<file path="src/rtl/motor_pkg.sv">
// Shared constants for the motor overcurrent guard.
// FSM state encodings double as the per-channel status code.
`timescale 1ns/1ps
package motor_pkg;

   localparam logic [1:0] ST_RUN  = 2'b00;
   localparam logic [1:0] ST_COOL = 2'b01;
   localparam logic [1:0] ST_LOCK = 2'b10;

   localparam logic [1:0] STATUS_RUN  = ST_RUN;
   localparam logic [1:0] STATUS_COOL = ST_COOL;
   localparam logic [1:0] STATUS_LOCK = ST_LOCK;

   localparam int RETRY_W = 3;

endpackage

</file>
<file path="src/rtl/motor_fault_guard_oc_channel_guard.sv">
// One channel of the overcurrent guard: OC sync, filter, timer, FSM, output regs.
// Ports: clk, rst_n, oc, en_req, in_req[1:0], clr_fault -> en_out, in_out[1:0], status[1:0], retries[2:0].
`timescale 1ns/1ps
module oc_channel_guard
   import motor_pkg::*;
#(
   parameter int FILT_CYCLES     = 1000,
   parameter int COOLDOWN_CYCLES = 50_000_000,
   parameter int MAX_RETRY       = 3
) (
   input  logic       clk,
   input  logic       rst_n,
   input  logic       oc,
   input  logic       en_req,
   input  logic [1:0] in_req,
   input  logic       clr_fault,
   output logic       en_out,
   output logic [1:0] in_out,
   output logic [1:0] status,
   output logic [2:0] retries
);

   localparam int FW = $clog2(FILT_CYCLES + 1);
   localparam int TW = $clog2(COOLDOWN_CYCLES + 1);

   localparam logic [FW-1:0] FILT_MAX  = FW'(FILT_CYCLES);
   localparam logic [FW-1:0] FILT_PRE  = FW'(FILT_CYCLES - 1);
   localparam logic [TW-1:0] COOL_END  = TW'(COOLDOWN_CYCLES);
   localparam logic [TW-1:0] COOL_LAST = TW'(COOLDOWN_CYCLES - 1);
   localparam logic [3:0]    RETRY_LIM = 4'(MAX_RETRY);

   logic          s1_q, s1_d;
   logic          s2_q, s2_d;
   logic [FW-1:0] filt_q, filt_d;
   logic [TW-1:0] timer_q, timer_d;
   logic [1:0]    state_q, state_d;
   logic [2:0]    retries_q, retries_d;
   logic          en_q, en_d;
   logic [1:0]    in_q, in_d;

   logic          trip;
   logic [3:0]    retry_inc;

   // trip fires only on the edge the count reaches the limit,
   // so a held fault trips once until it drops.
   assign trip      = s2_q && (filt_q == FILT_PRE);
   assign retry_inc = {1'b0, retries_q} + 4'd1;

   always_comb begin
      s1_d      = oc;
      s2_d      = s1_q;
      filt_d    = '0;
      state_d   = state_q;
      timer_d   = timer_q;
      retries_d = retries_q;
      en_d      = 1'b0;
      in_d      = 2'b00;

      if (s2_q) begin
         filt_d = (filt_q == FILT_MAX) ? filt_q : filt_q + FW'(1);
      end

      case (state_q)
         ST_RUN: begin
            if (trip) begin
               timer_d = '0;
               if (retry_inc > RETRY_LIM) begin
                  state_d   = ST_LOCK;
                  retries_d = RETRY_LIM[2:0];
               end else begin
                  state_d   = ST_COOL;
                  retries_d = retry_inc[2:0];
               end
            end else begin
               en_d = en_req;
               in_d = in_req;
               if (timer_q == COOL_END) begin
                  retries_d = '0;
               end else begin
                  timer_d = timer_q + TW'(1);
               end
            end
         end
         ST_COOL: begin
            if (timer_q == COOL_LAST) begin
               state_d = ST_RUN;
               timer_d = '0;
            end else begin
               timer_d = timer_q + TW'(1);
            end
         end
         ST_LOCK: begin
            if (clr_fault && !s2_q) begin
               state_d   = ST_RUN;
               retries_d = '0;
               timer_d   = '0;
            end
         end
         default: begin
            state_d = ST_RUN;
            timer_d = '0;
         end
      endcase
   end

   always_ff @(posedge clk) begin
      if (!rst_n) begin
         s1_q      <= 1'b0;
         s2_q      <= 1'b0;
         filt_q    <= '0;
         timer_q   <= '0;
         state_q   <= ST_RUN;
         retries_q <= '0;
         en_q      <= 1'b0;
         in_q      <= 2'b00;
      end else begin
         s1_q      <= s1_d;
         s2_q      <= s2_d;
         filt_q    <= filt_d;
         timer_q   <= timer_d;
         state_q   <= state_d;
         retries_q <= retries_d;
         en_q      <= en_d;
         in_q      <= in_d;
      end
   end

   assign en_out  = en_q;
   assign in_out  = in_q;
   assign status  = state_q;
   assign retries = retries_q;

endmodule

</file>
<file path="src/rtl/motor_fault_guard.sv">
// Two-channel H-bridge overcurrent guard; A = bit/field 0, B = bit/field 1.
// Ports: clk, rst_n, oc[1:0], en_req[1:0], in_req[3:0], clr_fault -> en_out, in_out, status, retries.
`timescale 1ns/1ps
module motor_fault_guard
   import motor_pkg::*;
#(
   parameter int FILT_CYCLES     = 1000,
   parameter int COOLDOWN_CYCLES = 50_000_000,
   parameter int MAX_RETRY       = 3
) (
   input  logic       clk,
   input  logic       rst_n,
   input  logic [1:0] oc,
   input  logic [1:0] en_req,
   input  logic [3:0] in_req,
   input  logic       clr_fault,
   output logic [1:0] en_out,
   output logic [3:0] in_out,
   output logic [3:0] status,
   output logic [5:0] retries
);

   for (genvar c = 0; c < 2; c++) begin : g_ch
      oc_channel_guard #(
         .FILT_CYCLES     (FILT_CYCLES),
         .COOLDOWN_CYCLES (COOLDOWN_CYCLES),
         .MAX_RETRY       (MAX_RETRY)
      ) u_ch (
         .clk       (clk),
         .rst_n     (rst_n),
         .oc        (oc[c]),
         .en_req    (en_req[c]),
         .in_req    (in_req[2*c +: 2]),
         .clr_fault (clr_fault),
         .en_out    (en_out[c]),
         .in_out    (in_out[2*c +: 2]),
         .status    (status[2*c +: 2]),
         .retries   (retries[3*c +: 3])
      );
   end

endmodule

</file>
<file path="config.mk">
export PLATFORM = sky130hd
export DESIGN_NAME = motor_fault_guard
export DESIGN_NICKNAME = d
export VERILOG_FILES = /design/src/rtl/motor_pkg.sv /design/src/rtl/motor_fault_guard_oc_channel_guard.sv /design/src/rtl/motor_fault_guard.sv
export SDC_FILE = /design/constraint.sdc
export NUM_CORES = 1
export LEC_CHECK = 0
export CAP_MARGIN = 20
export CORE_MARGIN = 1.5
export CORE_UTILIZATION = 40
export CTS_BUF_LIST = sky130_fd_sc_hd__clkbuf_4 sky130_fd_sc_hd__clkbuf_8
export DETAILED_ROUTE_END_ITERATION = 10
export MAX_ROUTING_LAYER = met4
export REMOVE_ABC_BUFFERS = 1
export SLEW_MARGIN = 30
export SYNTH_ARGS = -nofsm -noshare
export SYNTH_HDL_FRONTEND = slang
export SYNTH_SLANG_ARGS = --single-unit
</file>
<file path="constraint.sdc">
create_clock -name clk -period 3.2 [get_ports clk]
set_input_delay 0.32 -clock clk [delete_from_list [all_inputs] [get_ports clk]]
set_output_delay 0.32 -clock clk [all_outputs]
set_load 0.01 [all_outputs]
</file>
After elaboration in Yosys (flattened, before gate mapping)
Cells that the tools add are included.
Word-level totals
  input port bits: 11
  word-level logic and storage cells: 99
  output and inout bits: 16
  bits in registers: 92
Cells by class
  equal/unequal tests: 22
  reductions and logical operators: 20
  multiplexer cells: 30
  $lt $le $gt $ge: 2
  add/sub/neg operators: 6
  bitwise operators: 3
Operator list (count)
  two-way mux 26 bit: 8
  one-hot mux 26 bit (3 select lines): 2
  == test 26 bit, second input constant: 4
  adder 26 x 1 -> 26 bit, second input constant: 2
  == test 10 bit, second input constant: 4
  two-way mux 3 bit: 8
  adder 10 x 1 -> 10 bit, second input constant: 2
  two-way mux 2 bit: 8
  inequality test 2 x 1 -> 1 bit, second input constant: 6
  one-hot mux 2 bit (3 select lines): 2
  one-hot mux 3 bit (2 select lines): 2
  AND reduction 3 bit: 4
  adder 3 x 1 -> 4 bit, second input constant: 2
  > comparator 4 x 2 -> 1 bit, second input constant: 2
  AND reduction 2 bit: 4
  inequality test 3 x 1 -> 1 bit, second input constant: 2
  inequality test 3 x 2 -> 1 bit, second input constant: 2
  OR reduction 3 bit: 2
  == test 2 x 1 -> 1 bit, second input constant: 2
  == test 2 bit, second input constant: 2
  logical AND 1 bit: 4
  zero test 2 bit: 2
  nonzero test 2 bit: 2
  inverter 1 bit: 3
  zero test 1 bit: 2

Logic depth before layout (Yosys ltp)
Gate-level depths: netlist of run 1.
  word-level depth: 5
  gate-level depth with buffers: 8
  mapped depth without buffers: 7

Cells and area by module
From an unflattened synthesis of run 1, not the netlist that was laid out.
Second synthesis, totals
  cell total of the unflattened synthesis: 554
  area, all modules: 4654.5 µm²
Modules (own cells, without submodules)
  oc_channel_guard: times used 2, area each 2327.2 µm², cells each 277, sequential area each 920.9 µm²

Worst setup path before layout of run 1
Ideal clock, no wire load.
  kind: register -> register
  start: register g_ch[0].u_ch.timer_q[1]
  end: register g_ch[0].u_ch.timer_q[24]
  path buffers: 1
  period minus slack after synthesis: 2.205 ns
  data required time: 3.129 ns
  arrival: 2.134 ns
  setup slack: 0.995 ns
  stages on the path, launching flop included: 8
  setup time: 0.071 ns
  cells stage by stage: dfxtp_1 -> ha_1 -> nand4_2 -> or4_1 -> clkbuf_2 -> or4_1 -> or3_1 -> a21oi_1
Between the ends
  longest elaborated chain between the ends: 4
  elaborated cells between the ends (all ways): 9
  classes of those cells: 1 x add/sub; 3 x eq/ne; 4 x mux; 1 x reduce/logical
RTL lines
  from (decl): RTL line motor_fault_guard_oc_channel_guard.sv:35  | logic [TW-1:0] timer_q, timer_d;
  from (signal assigned): RTL line motor_fault_guard_oc_channel_guard.sv:120  | timer_q <= timer_d;
  adder 26 x 1 -> 26 bit: RTL line motor_fault_guard_oc_channel_guard.sv:80, motor_fault_guard_oc_channel_guard.sv:89
  two-way mux 26 bit: RTL line motor_fault_guard_oc_channel_guard.sv:77  | if (timer_q == COOL_END) begin
  two-way mux 26 bit: RTL line motor_fault_guard_oc_channel_guard.sv:65  | if (trip) begin
  one-hot mux 26 bit (3 select lines): RTL line motor_fault_guard_oc_channel_guard.sv:63  | case (state_q)
Several ways; a longest one is shown, not always the timed one. The select of a mux whose other input is x is not followed.
A chain may end at the register's enable or synchronous reset.

Worst setup path after layout of run 1
  start: register g_ch[1].u_ch.timer_q[8]
  end: register g_ch[1].u_ch.timer_q[14]
Between the ends
  longest elaborated chain between the ends: 4
  elaborated cells between the ends (all ways): 9
  classes of those cells: 1 x add/sub; 3 x eq/ne; 4 x mux; 1 x reduce/logical
RTL lines (RTL line)
  from (decl): motor_fault_guard_oc_channel_guard.sv:35
  from (signal assigned): motor_fault_guard_oc_channel_guard.sv:120
  adder 26 x 1 -> 26 bit: motor_fault_guard_oc_channel_guard.sv:80, motor_fault_guard_oc_channel_guard.sv:89
  two-way mux 26 bit: motor_fault_guard_oc_channel_guard.sv:77
  two-way mux 26 bit: motor_fault_guard_oc_channel_guard.sv:65
  one-hot mux 26 bit (3 select lines): motor_fault_guard_oc_channel_guard.sv:63
Several ways; a longest one is shown, not always the timed one. The select of a mux whose other input is x is not followed.

==> impl_metrics.prom, run 1 <==
# TYPE chip_impl_metric gauge
chip_impl_metric{name="cell_internal_pwr",unit="mW"} 1.56
chip_impl_info{name="combinational_family_with_the_most_area_after_synthesis",value="simple AND/OR/NAND/NOR gates"} 1
chip_impl_metric{name="via_per_inst",unit=""} 5.30
chip_impl_info{name="worst_hold_path_type",value="reg -> reg"} 1
chip_impl_metric{name="yosys-mux-area-fraction",unit=""} 0.00911
chip_impl_metric{name="synth-async-reset-ratio",unit=""} 0
chip_impl_info{name="crit_path_start",value="g_ch[1].u_ch.timer_q[8]$_SDFFE_PN0P_"} 1
chip_impl_metric{name="min_path_cells",unit=""} 1
chip_impl_metric{name="layout_cells_sized_above_1",unit=""} 0.0560
chip_impl_metric{name="power.net_switching",unit="mW"} 0.440
chip_impl_metric{name="largest_buffer_count_on_any_clock_path",unit=""} 2
chip_impl_metric{name="worstPathMaxFanout",unit=""} 19
chip_impl_metric{name="detail_route.first_pass.iterations",unit=""} 4
chip_impl_metric{name="chipWidth",unit="um"} 108
chip_impl_metric{name="final.setup.tns",unit="ns"} 0
chip_impl_metric{name="overflow",unit=""} 0
chip_impl_info{name="cts.root.buffer_cell",value="sky130_fd_sc_hd__clkbuf_8"} 1
chip_impl_metric{name="p_total",unit="mW"} 2.00
chip_impl_metric{name="vdd.ir_drop.worst",unit="uV"} 284
chip_impl_metric{name="antenna_cell_count",unit=""} 0
chip_impl_metric{name="io_pins",unit=""} 27
chip_impl_metric{name="switching_share",unit=""} 0.220
chip_impl_metric{name="layout_worst_path_cycle_share",unit=""} 0.759
chip_impl_info{name="run_status",value="finished clean"} 1
chip_impl_metric{name="buffer_ports.inserted",unit=""} 26
chip_impl_metric{name="worst_pin_slew",unit="ns"} 0.662
chip_impl_metric{name="synth_xor_xnor_area_share",unit=""} 0.0956
chip_impl_info{name="slowest_cp_cell",value="sky130_fd_sc_hd__or4b_2"} 1
chip_impl_metric{name="whs",unit="ns"} 0.437
chip_impl_metric{name="cts_buffers",unit=""} 9
chip_impl_metric{name="critical_path_required",unit="ns"} 3.46
chip_impl_metric{name="globalplace.congestion",unit=""} 0.822
chip_impl_metric{name="place.detailed.hpwl",unit="um"} 6590
chip_impl_metric{name="grt_pass1_vias",unit=""} 3465
chip_impl_metric{name="mapped_cell_area",unit="sq um"} 4400
chip_impl_metric{name="ys_seq_area_frac",unit=""} 0.419
chip_impl_info{name="worstReg2RegEnd",value="g_ch[1].u_ch.timer_q[14]$_SDFFE_PN0P_"} 1
chip_impl_metric{name="synth_cells",unit=""} 510
chip_impl_info{name="setup.worst_path.end",value="g_ch[1].u_ch.timer_q[14]$_SDFFE_PN0P_"} 1
chip_impl_metric{name="drv_cap",unit=""} 0
chip_impl_metric{name="floorplan.die_area",unit="sq um"} 11600
chip_impl_info{name="commonest_cells_after_routing_fill_and_taps_aside",value="sky130_fd_sc_hd__dfxtp_1 (92), sky130_fd_sc_hd__nor2_1 (64), sky130_fd_sc_hd__nand2_1 (30)"} 1
chip_impl_metric{name="chipHeight",unit="um"} 108
chip_impl_info{name="worst_path_top_cell_family_by_delay",value="simple AND/OR/NAND/NOR gates"} 1
chip_impl_metric{name="initial_core_util",unit=""} 0.407
chip_impl_metric{name="hold_fix_buffers_cts",unit=""} 0
chip_impl_metric{name="fin_ws",unit="ns"} 0.772
chip_impl_metric{name="total_leakage_power",unit="nW"} 1.66
chip_impl_metric{name="post_cts_resize_count",unit=""} 0
chip_impl_metric{name="totalWireLength",unit="um"} 9250
chip_impl_metric{name="cp.depth",unit=""} 6
chip_impl_metric{name="finalSetupViolations",unit=""} 0
chip_impl_metric{name="reg2reg_slack",unit="ns"} 0.77
chip_impl_metric{name="synthesis.area_per_instance",unit="sq um"} 8.62
chip_impl_metric{name="post_synth_num_cell_types",unit=""} 48
chip_impl_metric{name="cts_max_level",unit=""} 3
chip_impl_info{name="worst_hold_startpoint",value="g_ch[1].u_ch.s1_q$_SDFF_PN0_"} 1
chip_impl_info{name="start_of_the_worst_register_to_register_path",value="g_ch[1].u_ch.timer_q[8]$_SDFFE_PN0P_"} 1
chip_impl_metric{name="grt_antenna_before_repair",unit=""} 0
chip_impl_info{name="crit_path_cell_trace",value="or4b_2 -> nor3_1 -> a31oi_1 -> o21ai_1 -> buf_4 -> nor2_1"} 1
chip_impl_metric{name="critical-path-max-stage-delay",unit="ns"} 0.63
chip_impl_info{name="synth-main-ff-cell",value="sky130_fd_sc_hd__dfxtp_1"} 1
chip_impl_metric{name="synth_enable_flop_cells",unit=""} 0
chip_impl_metric{name="global_route_wire_length_before_repair",unit="um"} 16000
chip_impl_metric{name="cell_rows",unit=""} 38
chip_impl_metric{name="power.density",unit="nW/um^2"} 403
chip_impl_metric{name="insertion_delay",unit="ns"} 0.37
chip_impl_metric{name="final-hold-violation-count",unit=""} 0
chip_impl_metric{name="max_freq",unit="GHz"} 0.412
chip_impl_metric{name="power.share.clock",unit=""} 0.379
chip_impl_metric{name="critical_path_arrival",unit="ns"} 2.69
chip_impl_info{name="clock_tree_from_tritoncts",value="yes"} 1
chip_impl_metric{name="synth_compound_area_frac",unit=""} 0.108
chip_impl_info{name="critPathKind",value="reg -> reg"} 1
chip_impl_metric{name="worst_slew_margin_rel",unit=""} 0.554
chip_impl_metric{name="floorplan.core_area",unit="sq um"} 10800
chip_impl_metric{name="vias",unit=""} 3582
chip_impl_metric{name="synth-adder-area-share",unit=""} 0.0285
chip_impl_metric{name="p_seq_frac",unit=""} 0.583
chip_impl_metric{name="tritoncts_num_sinks",unit=""} 92
chip_impl_metric{name="worst-path-buf-inv",unit=""} 1
chip_impl_metric{name="post_cts_buffers",unit=""} 0
chip_impl_metric{name="timing.clock.skew",unit="ns"} 0.00525
chip_impl_metric{name="layout_min_cycle_time",unit="ns"} 2.43
chip_impl_metric{name="drtAntennaViolNets",unit=""} 0
chip_impl_metric{name="detail_route.wl_per_cell",unit="um"} 13.7
chip_impl_metric{name="yosysWarningCount",unit=""} 0
chip_impl_info{name="timing.critical_path.to_type",value="register"} 1
chip_impl_metric{name="timing.reg2reg.worst_path_depth",unit=""} 6
chip_impl_info{name="final_common_cell",value="sky130_fd_sc_hd__dfxtp_1"} 1
chip_impl_metric{name="pre_cts_slack",unit="ns"} 0.737
chip_impl_metric{name="comb_pwr_share",unit=""} 0.038
chip_impl_info{name="rsz0062_at_grt",value="no"} 1
chip_impl_metric{name="maximum_number_of_pins_on_one_net_before_global_route_repair",unit=""} 26
chip_impl_metric{name="grtUsageTotal",unit=""} 0.179
chip_impl_metric{name="yosys.area_share.simple",unit=""} 0.305
chip_impl_metric{name="maxSlewViolCount",unit=""} 0
chip_impl_metric{name="layout-area-overhead-vs-synth",unit="%"} 13.0
chip_impl_metric{name="drtIter0Drc",unit=""} 109
chip_impl_info{name="worst_setup_path_start_kind",value="register"} 1
chip_impl_metric{name="post-route-drc-count",unit=""} 0
chip_impl_metric{name="synth.ff_latch_count",unit=""} 92
chip_impl_metric{name="cts.reportedPaths.clkPinSlew",unit="ns"} 0.08
chip_impl_metric{name="nNetsFinal",unit=""} 554
worst min path at each step:
stage          slack, ns                            to
2_1_floorplan       0.41  g_ch[0].u_ch.s2_q$_SDFF_PN0_
3_3_place_gp        0.42  g_ch[1].u_ch.s2_q$_SDFF_PN0_
3_5_place_dp        0.42  g_ch[1].u_ch.s2_q$_SDFF_PN0_
4_1_cts             0.44  g_ch[1].u_ch.s2_q$_SDFF_PN0_
5_1_grt             0.44  g_ch[1].u_ch.s2_q$_SDFF_PN0_
6_report            0.44  g_ch[1].u_ch.s2_q$_SDFF_PN0_
worst register-to-register path, cell delays in order (launching register included):
cell	delay [ns]
sky130_fd_sc_hd__dfxtp_1	0.36
sky130_fd_sc_hd__or4b_2	0.63
sky130_fd_sc_hd__nor3_1	0.28
sky130_fd_sc_hd__a31oi_1	0.18
sky130_fd_sc_hd__o21ai_1	0.46
sky130_fd_sc_hd__buf_4	0.33
sky130_fd_sc_hd__nor2_1	0.08
cells in the mapped netlist (5+ instances only):
cell	number	area (sq um)
sky130_fd_sc_hd__o21ai_0	15	75.1
sky130_fd_sc_hd__or3_1	11	68.8
sky130_fd_sc_hd__nor4_1	8	50.1
sky130_fd_sc_hd__o31ai_1	13	97.6
sky130_fd_sc_hd__ha_1	10	125
sky130_fd_sc_hd__a21oi_1	23	115
sky130_fd_sc_hd__nand2b_1	7	43.8
sky130_fd_sc_hd__clkbuf_1	12	45.0
sky130_fd_sc_hd__and3_1	17	106
sky130_fd_sc_hd__nand4b_1	5	43.8
sky130_fd_sc_hd__and4_1	6	52.6
sky130_fd_sc_hd__inv_1	18	67.6
sky130_fd_sc_hd__nand2_1	30	113
sky130_fd_sc_hd__a21boi_0	7	52.6
sky130_fd_sc_hd__or4_1	10	75.1
sky130_fd_sc_hd__xor2_1	26	228
sky130_fd_sc_hd__nor2_1	64	240
sky130_fd_sc_hd__nand4_1	21	131
sky130_fd_sc_hd__and2_1	12	75.1
sky130_fd_sc_hd__nand3_1	26	130
sky130_fd_sc_hd__nor3_1	11	55.1
sky130_fd_sc_hd__dfxtp_1	92	1840
sky130_fd_sc_hd__xnor2_1	22	193
layout make-up:
class                      count  area (sq um)
clock buffer                  11           139
tap                          140           175
sequential                    92          1840
fill                        1039          5830
multi-input combinational    381          2410
inverter                      18          67.6
clock inverter                 3          40.0
timing repair buffer          31           298
power groups by stage:
stage	clock network, mW	logic [mW]	registers, mW
CTS	0.791	0.0767	1.17
global placement	0	0.0757	1.19
detailed placement	0	0.0765	1.19
finish	0.759	0.0756	1.17
global route	0.830	0.0838	1.17
floorplan	0	0.0353	1.19
cell families (layout without fill, tap and decap cells):
kind of cell | count (synthesis) | after routing
xor gates and xnor gates | 48 | 48
adders and majority gates | 10 | 10
and+or+nand+nor | 247 | 247
muxes | 4 | 4
DFF | 92 | 92
AOI/OAI and AO/OA | 72 | 72
buffers and inverters | 37 | 63
sequential cells by signal (all words and copies together) (netlist names):
register           cells
g_ch.u_ch.status       4
g_ch.u_ch.s1_q         2
g_ch.u_ch.in_out       4
g_ch.u_ch.en_out       2
g_ch.u_ch.retries      6
g_ch.u_ch.filt_q      20
g_ch.u_ch.s2_q         2
g_ch.u_ch.timer_q     52
metal layers:
layer,vias up,part of all wire,track usage
li1,1856,-,-
met1,1649,0.49,0.224
met2,63,0.46,0.278
met3,14,0.029,0.0333
met4,0,0.020,0.0865
met5,-,0,-
per-stage QoR:
stage                     instance area [sq um]  cells   util
final                                      4970    676  0.460
after global routing                       4970    676  0.460
after CTS                                  4970    676  0.460
after detailed placement                   4790    662  0.444
after global placement                     4790    662  0.444
after floorplan                            4310    491      -
Note: power is estimated with default switching activity, not from simulation.
==> run 2: changes to the inputs <==
==> constraint.sdc (replaced) <==
create_clock -name clk -period 2.2 [get_ports clk]
set_input_delay 0.22 -clock clk [delete_from_list [all_inputs] [get_ports clk]]
set_output_delay 0.22 -clock clk [all_outputs]
set_load 0.01 [all_outputs]
==> run 2 against run 1 <==
Against the previous run:
- critical path depth is the same
- highest routed layer unchanged
- worst hold slack lost 0.011 ns
- non-clock buffer count grew 23
==> impl_metrics.prom, run 2 (synthesis results as in run 1) <==
# TYPE chip_impl_metric gauge
chip_impl_metric{name="floorplan.core_area",unit="sq um"} 10800
chip_impl_metric{name="max_freq",unit="GHz"} 0.473
chip_impl_metric{name="largest_register_ffs",unit=""} 52
chip_impl_metric{name="drv_cap",unit=""} 0
chip_impl_metric{name="via_per_inst",unit=""} 5.33
chip_impl_metric{name="chipHeight",unit="um"} 108
chip_impl_metric{name="nNetsFinal",unit=""} 577
chip_impl_metric{name="post-route-drc-count",unit=""} 0
chip_impl_metric{name="place.detailed.hpwl",unit="um"} 7030
chip_impl_metric{name="totalWireLength",unit="um"} 9570
chip_impl_info{name="critPathKind",value="reg -> reg"} 1
chip_impl_metric{name="worst_slew_margin_rel",unit=""} 0.512
chip_impl_metric{name="grtUsageTotal",unit=""} 0.186
chip_impl_metric{name="largest_buffer_count_on_any_clock_path",unit=""} 2
chip_impl_metric{name="vdd.ir_drop.worst",unit="uV"} 412
chip_impl_info{name="final_common_cell",value="sky130_fd_sc_hd__dfxtp_1"} 1
chip_impl_metric{name="critical_path_required",unit="ns"} 2.51
chip_impl_metric{name="cell_rows",unit=""} 38
chip_impl_info{name="largest-register",value="g_ch.u_ch.timer_q"} 1
chip_impl_metric{name="tritoncts_num_sinks",unit=""} 92
chip_impl_metric{name="global_route_wire_length_before_repair",unit="um"} 16800
chip_impl_info{name="worst_hold_path_type",value="in -> reg"} 1
chip_impl_metric{name="initial_core_util",unit=""} 0.407
chip_impl_metric{name="worst_pin_slew",unit="ns"} 0.726
chip_impl_metric{name="buffer_ports.inserted",unit=""} 26
chip_impl_info{name="timing.critical_path.to_type",value="register"} 1
chip_impl_info{name="worst_path_top_cell_family_by_delay",value="simple AND/OR/NAND/NOR gates"} 1
chip_impl_metric{name="fillerInstances",unit=""} 1023
chip_impl_metric{name="grt_antenna_before_repair",unit=""} 0
chip_impl_metric{name="worstPathMaxFanout",unit=""} 3
chip_impl_metric{name="worst-path-buf-inv",unit=""} 0
chip_impl_metric{name="critical_path_arrival",unit="ns"} 2.42
chip_impl_metric{name="timing.clock.skew",unit="ns"} 0.00707
chip_impl_metric{name="layout_min_cycle_time",unit="ns"} 2.11
chip_impl_metric{name="maxSlewViolCount",unit=""} 0
chip_impl_metric{name="critical-path-max-stage-delay",unit="ns"} 0.55
chip_impl_metric{name="final_core_util",unit=""} 0.482
chip_impl_info{name="slowest_cp_cell",value="sky130_fd_sc_hd__or4_4"} 1
chip_impl_metric{name="globalplace.congestion",unit=""} 0.827
chip_impl_metric{name="drtAntennaViolNets",unit=""} 0
chip_impl_info{name="worst_setup_path_start_kind",value="register"} 1
chip_impl_info{name="run_status",value="finished clean"} 1
chip_impl_metric{name="antenna_cell_count",unit=""} 0
chip_impl_metric{name="maximum_number_of_pins_on_one_net_before_global_route_repair",unit=""} 15
chip_impl_info{name="crit_path_cell_trace",value="ha_4 -> nand4_2 -> or4_4 -> or4_1 -> or3_1 -> a21oi_1"} 1
chip_impl_metric{name="io_pins",unit=""} 27
chip_impl_metric{name="finalSetupViolations",unit=""} 0
chip_impl_metric{name="chipWidth",unit="um"} 108
chip_impl_metric{name="post_cts_buffers",unit=""} 0
chip_impl_metric{name="cts_max_level",unit=""} 3
chip_impl_metric{name="grt_pass1_vias",unit=""} 3578
chip_impl_metric{name="power.density",unit="nW/um^2"} 579
chip_impl_metric{name="detail_route.first_pass.iterations",unit=""} 4
chip_impl_metric{name="drtIter0Drc",unit=""} 159
chip_impl_metric{name="vias",unit=""} 3736
chip_impl_metric{name="insertion_delay",unit="ns"} 0.37
chip_impl_metric{name="layout_cells_sized_above_1",unit=""} 0.112
chip_impl_info{name="clock_tree_from_tritoncts",value="yes"} 1
chip_impl_metric{name="cts_buffers",unit=""} 9
chip_impl_metric{name="floorplan.die_area",unit="sq um"} 11600
chip_impl_metric{name="total_leakage_power",unit="nW"} 1.79
chip_impl_metric{name="pre_cts_slack",unit="ns"} 0.0452
chip_impl_metric{name="layout-area-overhead-vs-synth",unit="%"} 18.3
chip_impl_metric{name="detail_route.wl_per_cell",unit="um"} 13.7
chip_impl_info{name="rsz0062_at_grt",value="no"} 1
chip_impl_metric{name="fin_ws",unit="ns"} 0.0870
chip_impl_metric{name="final-hold-violation-count",unit=""} 0
chip_impl_metric{name="layout_worst_path_cycle_share",unit=""} 0.960
chip_impl_info{name="cts.root.buffer_cell",value="sky130_fd_sc_hd__clkbuf_8"} 1
chip_impl_metric{name="overflow",unit=""} 0
chip_impl_metric{name="cts.reportedPaths.clkPinSlew",unit="ns"} 0.09
chip_impl_info{name="commonest_cells_after_routing_fill_and_taps_aside",value="sky130_fd_sc_hd__dfxtp_1 (89), sky130_fd_sc_hd__nor2_1 (64), sky130_fd_sc_hd__nand2_1 (29), sky130_fd_sc_hd__buf_4 (28)"} 1
==> run 2: cell count changes in the layout (fill, tap and decap cells not counted), sizes merged <==
cell / previous run / this run
buf: 5 / 28
clkbuf: 11 / 12
clkinvlp: 0 / 1
==> run 2: metal layers <==
| metal | global-route usage | vias to the layer above | wire length, um |
|---|---|---|---|
| met3 | 0.0285 | 17 | 263 |
| met1 | 0.236 | 1760 | 4680 |
| met5 | - | - | 0 |
| li1 | - | 1902 | - |
| met2 | 0.294 | 57 | 4440 |
| met4 | 0.0808 | 0 | 191 |
==> run 2: metrics by stage <==
stage          instances  hold slack (ns)  total power, mW  setup TNS (ns)  cell area, sq um
2_1_floorplan        491            0.342             1.79          -19.24              4310
3_3_place_gp         685            0.418             1.85               0              4960
3_5_place_dp         685            0.420             1.86               0              4960
4_1_cts              701            0.417             3.05               0              5170
5_1_grt              701            0.416             3.12               0              5200
6_report             701            0.425             3.01               0              5200
==> run 2: final timing paths <==
check / start / end / slack [ns] / cells after the start
max: g_ch[0].u_ch.timer_q[1]$_SDFFE_PN0P_ / g_ch[0].u_ch.timer_q[24]$_SDFFE_PN0P_ / 0.09 / 6
max reg2reg: g_ch[0].u_ch.timer_q[1]$_SDFFE_PN0P_ / g_ch[0].u_ch.timer_q[24]$_SDFFE_PN0P_ / 0.09 / 6
min: oc[1] / g_ch[1].u_ch.s1_q$_SDFF_PN0_ / 0.43 / 2
min reg2reg: g_ch[1].u_ch.s1_q$_SDFF_PN0_ / g_ch[1].u_ch.s2_q$_SDFF_PN0_ / 0.44 / 1
==> run 2: layout make-up <==
class | instances | area [sq um] | area share
Multi-Input combinational cell | 381 | 2430 | 0.468
Sequential cell | 92 | 1850 | 0.355
Timing Repair Buffer | 54 | 470 | 0.0905
Tap cell | 140 | 175 | 0.0337
Clock buffer | 12 | 159 | 0.0306
Inverter | 18 | 67.6 | 0.0130
Clock inverter | 4 | 47.5 | 0.00915
==> run 2: where the power goes <==
group          switching, mW  total [mW]  internal (mW)
clock                  0.594        1.19          0.597
sequential            0.0143        1.70           1.68
combinational         0.0608       0.122         0.0610
==> run 2: worst reg2reg max path, delay by kind of cell, from the launching register on <==
family,cells,cell delay [ns]
flip-flops,1,0.36
AND/OR/NAND/NOR,4,1.39
AO/OA/AOI/OAI,1,0.14
adder cells (fa/ha/maj),1,0.15
==> run 2: timing repair <==
item | 4_1_cts | 5_1_grt
hold buffers | 0 | 0
endpoints found under the hold margin | 0 | 0
resized for setup | 0 | 9
endpoints found under the setup margin | 0 | 27
==> run 3: changes to the inputs <==
--- a/config.mk
+++ b/config.mk
@@ -5,6 +5,7 @@
 export SDC_FILE = /design/constraint.sdc
 export NUM_CORES = 1
 export LEC_CHECK = 0
+export ABC_CLOCK_PERIOD_IN_PS = 2200
 export CAP_MARGIN = 20
 export CORE_MARGIN = 1.5
 export CORE_UTILIZATION = 40
==> results of run 3 <==
No change in the layout: final DEF, timing and power equal those of run 2.
